File: config.mk
export PLATFORM = sky130hd
export DESIGN_NAME = elevator_request_scheduler
export DESIGN_NICKNAME = d
export VERILOG_FILES = /design/src/rtl/elevator_request_scheduler.sv
export SDC_FILE = /design/constraint.sdc
export NUM_CORES = 1
export LEC_CHECK = 0
export ABC_AREA = 1
export BUFFER_PORTS_ARGS = -buffer_cell sky130_fd_sc_hd__buf_4
export CORE_ASPECT_RATIO = 0.8
export CORE_MARGIN = 2
export CORE_UTILIZATION = 42
export CTS_BUF_LIST = sky130_fd_sc_hd__clkbuf_2
export DETAILED_ROUTE_END_ITERATION = 12
export PLACE_DENSITY = 0.69
export SYNTH_ARGS = -nofsm -noshare
export SYNTH_HDL_FRONTEND = slang
export SYNTH_SLANG_ARGS = --single-unit
File: constraint.sdc
create_clock -name clk -period 1.8 [get_ports clk]
set_input_delay 0.18 -clock clk [delete_from_list [all_inputs] [get_ports clk]]
set_output_delay 0.18 -clock clk [all_outputs]
set_load 0.01 [all_outputs]
File: src/rtl/elevator_request_scheduler.sv
// SCAN-ordered collective-control scheduler: latches floor calls, issues one target at a time, times door dwell.
// Optional build macro INTERCEPT_EN: retarget mid-travel to pending floors passed on the way.
module elevator_request_scheduler #(
  parameter int NUM_FLOORS   = 10,
  parameter int FLOOR_W      = 4,
  parameter int DWELL_CYCLES = 10000000
) (
  input  logic                  clk,
  input  logic                  reset,
  input  logic [NUM_FLOORS-1:0] call_req,
  input  logic [FLOOR_W-1:0]    current_floor,
  input  logic                  car_idle,
  output logic [FLOOR_W-1:0]    target_floor,
  output logic                  door_open,
  output logic                  dir_up,
  output logic [NUM_FLOORS-1:0] pending,
  output logic                  busy
);

  localparam int CNT_W = (DWELL_CYCLES > 1) ? $clog2(DWELL_CYCLES) : 1;
  localparam logic [CNT_W-1:0] DWELL_RELOAD = CNT_W'(DWELL_CYCLES - 1);

  typedef enum logic [1:0] {IDLE, SELECT, TRAVEL, DOOR} state_t;

  state_t                  state_q, state_d;
  logic [FLOOR_W-1:0]      target_q, target_d;
  logic                    dir_up_q, dir_up_d;
  logic [NUM_FLOORS-1:0]   pending_q, pending_d;
  logic [CNT_W-1:0]        cnt_q, cnt_d;

  logic [NUM_FLOORS-1:0]   clr;
  logic [NUM_FLOORS-1:0]   cur_hot, tgt_hot, above_mask, below_mask;
  logic [NUM_FLOORS-1:0]   up_pend, dn_pend;
  logic                    arrive;

  // Per-floor decode; an out-of-range current_floor leaves every floor "below".
  genvar gi;
  generate
    for (gi = 0; gi < NUM_FLOORS; gi++) begin : g_dec
      assign cur_hot[gi]    = (current_floor == FLOOR_W'(gi));
      assign tgt_hot[gi]    = (target_q == FLOOR_W'(gi));
      assign above_mask[gi] = (FLOOR_W'(gi) > current_floor);
      assign below_mask[gi] = (FLOOR_W'(gi) < current_floor);
    end
  endgenerate

`ifdef INTERCEPT_EN
  logic [NUM_FLOORS-1:0] between_mask, between_pend;
  generate
    for (gi = 0; gi < NUM_FLOORS; gi++) begin : g_between
      assign between_mask[gi] = dir_up_q ?
        ((FLOOR_W'(gi) > current_floor) && (FLOOR_W'(gi) < target_q)) :
        ((FLOOR_W'(gi) < current_floor) && (FLOOR_W'(gi) > target_q));
    end
  endgenerate
  assign between_pend = pending_q & between_mask;
`endif

  function automatic logic [FLOOR_W-1:0] lowest_set(input logic [NUM_FLOORS-1:0] m);
    lowest_set = '0;
    for (int f = NUM_FLOORS - 1; f >= 0; f--)
      if (m[f]) lowest_set = FLOOR_W'(f);
  endfunction

  function automatic logic [FLOOR_W-1:0] highest_set(input logic [NUM_FLOORS-1:0] m);
    highest_set = '0;
    for (int f = 0; f < NUM_FLOORS; f++)
      if (m[f]) highest_set = FLOOR_W'(f);
  endfunction

  assign up_pend = pending_q & above_mask;
  assign dn_pend = pending_q & below_mask;
  assign arrive  = car_idle && (current_floor == target_q);

  always_comb begin
    state_d  = state_q;
    target_d = target_q;
    dir_up_d = dir_up_q;
    cnt_d    = cnt_q;
    clr      = '0;
    case (state_q)
      IDLE: begin
        target_d = current_floor;
        // Look at the incoming calls too so SELECT starts the same cycle pending becomes visible.
        if ((pending_q | call_req) != '0) state_d = SELECT;
      end
      SELECT: begin
        if (pending_q == '0) begin
          state_d  = IDLE;
          target_d = current_floor;
        end else begin
          state_d = TRAVEL;
          if ((pending_q & cur_hot) != '0)
            target_d = current_floor;
          else if (dir_up_q && (up_pend != '0))
            target_d = lowest_set(up_pend);
          else if (!dir_up_q && (dn_pend != '0))
            target_d = highest_set(dn_pend);
          else begin
            dir_up_d = !dir_up_q;
            target_d = dir_up_q ? highest_set(dn_pend) : lowest_set(up_pend);
          end
        end
      end
      TRAVEL: begin
        if (arrive) begin
          clr     = tgt_hot;
          cnt_d   = DWELL_RELOAD;
          state_d = DOOR;
        end
`ifdef INTERCEPT_EN
        else if (between_pend != '0) begin
          target_d = dir_up_q ? lowest_set(between_pend) : highest_set(between_pend);
        end
`endif
      end
      DOOR: begin
        // Calls at the open floor are absorbed and keep the door open for a full dwell.
        clr = cur_hot;
        if ((call_req & cur_hot) != '0)
          cnt_d = DWELL_RELOAD;
        else if (cnt_q == '0)
          state_d = (pending_q != '0) ? SELECT : IDLE;
        else
          cnt_d = cnt_q - CNT_W'(1);
      end
      default: state_d = IDLE;
    endcase
    pending_d = (pending_q | call_req) & ~clr;
  end

  always_ff @(posedge clk or posedge reset) begin
    if (reset) begin
      state_q   <= IDLE;
      target_q  <= '0;
      dir_up_q  <= 1'b1;
      pending_q <= '0;
      cnt_q     <= '0;
    end else begin
      state_q   <= state_d;
      target_q  <= target_d;
      dir_up_q  <= dir_up_d;
      pending_q <= pending_d;
      cnt_q     <= cnt_d;
    end
  end

  assign target_floor = target_q;
  assign door_open    = (state_q == DOOR);
  assign busy         = (state_q != IDLE);
  assign dir_up       = dir_up_q;
  assign pending      = pending_q;

endmodule
==> metrics <==
Power Density=around 490 nW/um^2; root buf cell=clkbuf_2; final worst setup slack=0.0470 ns; reg-to-reg startpoint=cnt_q[0]; synthesized cell area=3280 um^2; Clock Latency Late Sink=between 0.4 and 0.5 ns; # setup viols final=0; reg2reg end=cnt_q[17]; Synth cell types=35; final wirelength=roughly 11 mm; port buffer count=33; Worst EP arrival=slightly above 2 ns; post-route ant nets=0; crit share post-route=0.974; CP max FO=3; Pre-antenna DRT Iters=5; vias in the first global route=between 3000 and 4000; Cells after Synth=~500; CP Class=register to register; vias=approximately 3800; Slew Limit Fails=0; multi-input logic area=~2100 um^2; Post-synth EDFFs=0; outcome=completed; DRC=0; register area=between 1000 and 1500 um^2; post-place setup slack=-0.0861 ns; FMAX=0.570 GHz; largest net degree at the start of global routing=23; Yosys warning count=0; slew margin rel.=0.536; first-pass GRT wire length=17.0 mm; initial antenna violation count=0; Initial Utilization=0.438; total die area=roughly 8500 um^2; Iteration-0 DRC Markers=roughly 360; vias per inst=~5.5; FF+latch count, synth=41; H-tree levels=2; clk buf depth=2; Core Util, Final=0.576; CP Capture Point=cnt_q[17]; core footprint=about 7500 um^2; TritonCTS clock tree=yes; Leak=2.06 nW; n_diodes=0; share of cells above drive strength 1=0.326; total CTS buffers=5; FF-to-FF setup slack=around 0.047 ns; fin crit period=approximately 1.8 ns; Seq/Total Area, Yosys=0.313; VDD IR max=about 0.43 mV; fillcell total=728; dominant synthesized flop cell=dfrtp_1; worst-margin pin slew=0.691 ns; HP Class=input pin to register; Worst Setup End Kind=register; Die Y=83.1 um; Die Width=between 100 and 150 um; Layout Nets=around 610; GRT Util Overall=0.252; clk_skew=0.0471 ns; R2R depth=10; GR Overflow Total=0; Required @ worst endpoint=between 2 and 2.5 ns; WL/cell=around 16 um; CTS sink cnt=41; Mapped Nets=514; Worst-path clk slew=~0.23 ns; Post-DP HPWL=about 8.0 mm; FFs w/ async S/R, synth=1.00; gpl congestion=1.03; row cnt=28; max cap viols=0; syn_area_per_cell=between 6 and 7 um^2; Crit. Startpoint=cnt_q[0]; Setup crit start kind=register; final hold violations=0; Top Ports=34; Layout area overhead=31.4%
[area by class of cell]
| cell class | instances | share of cell area |
|---|---|---|
| clock buffer | 6 | 0.00696 |
| tap | 105 | 0.0304 |
| inverter | 59 | 0.0554 |
| clock inverter | 2 | 0.00232 |
| sequential | 41 | 0.240 |
| timing repair buffer | 94 | 0.174 |
| multi-input combinational | 387 | 0.491 |
[power breakdown]
part	total [mW]	internal (mW)	switching [mW]
Sequential	1.02	0.974	0.0428
Clock	0.434	0.0977	0.336
Combinational	0.675	0.278	0.397
[metal layers]
layer,vias up,track usage,wire length [um]
met3,12,0.0690,1110
li1,1827,-,-
met2,197,0.338,4690
met4,0,0.0562,102
met5,-,0,0
met1,1763,0.397,5050
[kinds of logic (layout without fill, tap and decap cells)]
family | after synthesis | in the layout | synth area share
AO/OA/AOI/OAI | 73 | 73 | 0.142
XOR/XNOR | 13 | 13 | 0.0347
adder cells (fa/ha/maj) | 1 | 1 | 0.00381
buffers and inverters | 73 | 161 | 0.101
flip-flops | 41 | 41 | 0.313
AND/OR/NAND/NOR | 295 | 300 | 0.406
[timing repair]
item / CTS / global route
setup buffers: 0 / 13
resized for setup: 2 / 41
pin swaps: 1 / 14
hold endpoints to repair: 17 / 0
hold buffers: 1 / 0
gates cloned: 2 / 3
setup endpoints to repair: 16 / 39
[Yosys cell counts (7+ instances only)]
cell type	count	area [um^2]
nor3_1	13	65.1
o21ai_2	20	175
nand4_1	18	113
o22ai_1	13	81.3
a21oi_1	20	100
dfrtp_1	40	1000
nor2_1	69	259
inv_2	11	41.3
o21ai_0	9	45.0
nand2_1	132	495
xor2_1	13	114
o21ai_1	7	35.0
nand3_1	39	195
inv_1	45	169
[sequential cells by signal, summed over array words and instances (netlist names), named ones only]
signal,count
cnt_q,24
state_q,1
dir_up,1
pending,10
target_floor,4
[worst max-delay path: stages (launching register included)]
cell and delay [ns]:
dfrtp_1 0.45, inv_2 0.08, buf_4 0.13, nand3_2 0.10, nor2_4 0.11, nand4_1 0.20
nor2_1 0.19, xor2_1 0.21, nor3_2 0.08, nand2_2 0.07, o21ai_2 0.04
[placed cells by master (no fill, tap or decap), types with 13 or more instances in the layout]
master | synthesis | routed
inv_1 | 45 | 38
buf_4 | 2 | 89
a21oi_1 | 20 | 19
dfrtp_1 | 40 | 34
nand4_1 | 18 | 18
nor2_1 | 69 | 60
nand2_1 | 132 | 129
xor2_1 | 13 | 13
inv_2 | 11 | 16
o21ai_2 | 20 | 20
nand3_1 | 39 | 35
[through the flow]
| stage | instances | setup TNS, ns | hold WS, ns | area, um^2 | power [mW] |
|---|---|---|---|---|---|
| after floorplan | 496 | 0 | 0.370 | 3300 | 1.40 |
| after global placement | 667 | -0.465 | 0.234 | 3940 | 1.63 |
| after detailed placement | 667 | -0.439 | 0.238 | 3940 | 1.64 |
| after CTS | 678 | 0 | 0.0468 | 4030 | 2.07 |
| after global routing | 694 | -0.407 | 0.0677 | 4320 | 2.24 |
| final | 694 | 0 | 0.0749 | 4320 | 2.13 |
[how the worst min path moves through the flow]
stage | cells after the start | slack [ns] | start | endpoint
after floorplan | 2 | 0.37 | call_req[0] | pending[0]
after global placement | 2 | 0.23 | reset | pending[8]
after detailed placement | 2 | 0.24 | reset | pending[8]
after CTS | 3 | 0.05 | call_req[1] | pending[1]
after global routing | 3 | 0.07 | call_req[1] | pending[1]
final | 3 | 0.07 | call_req[1] | pending[1]
(Power assumes the default switching activity.)
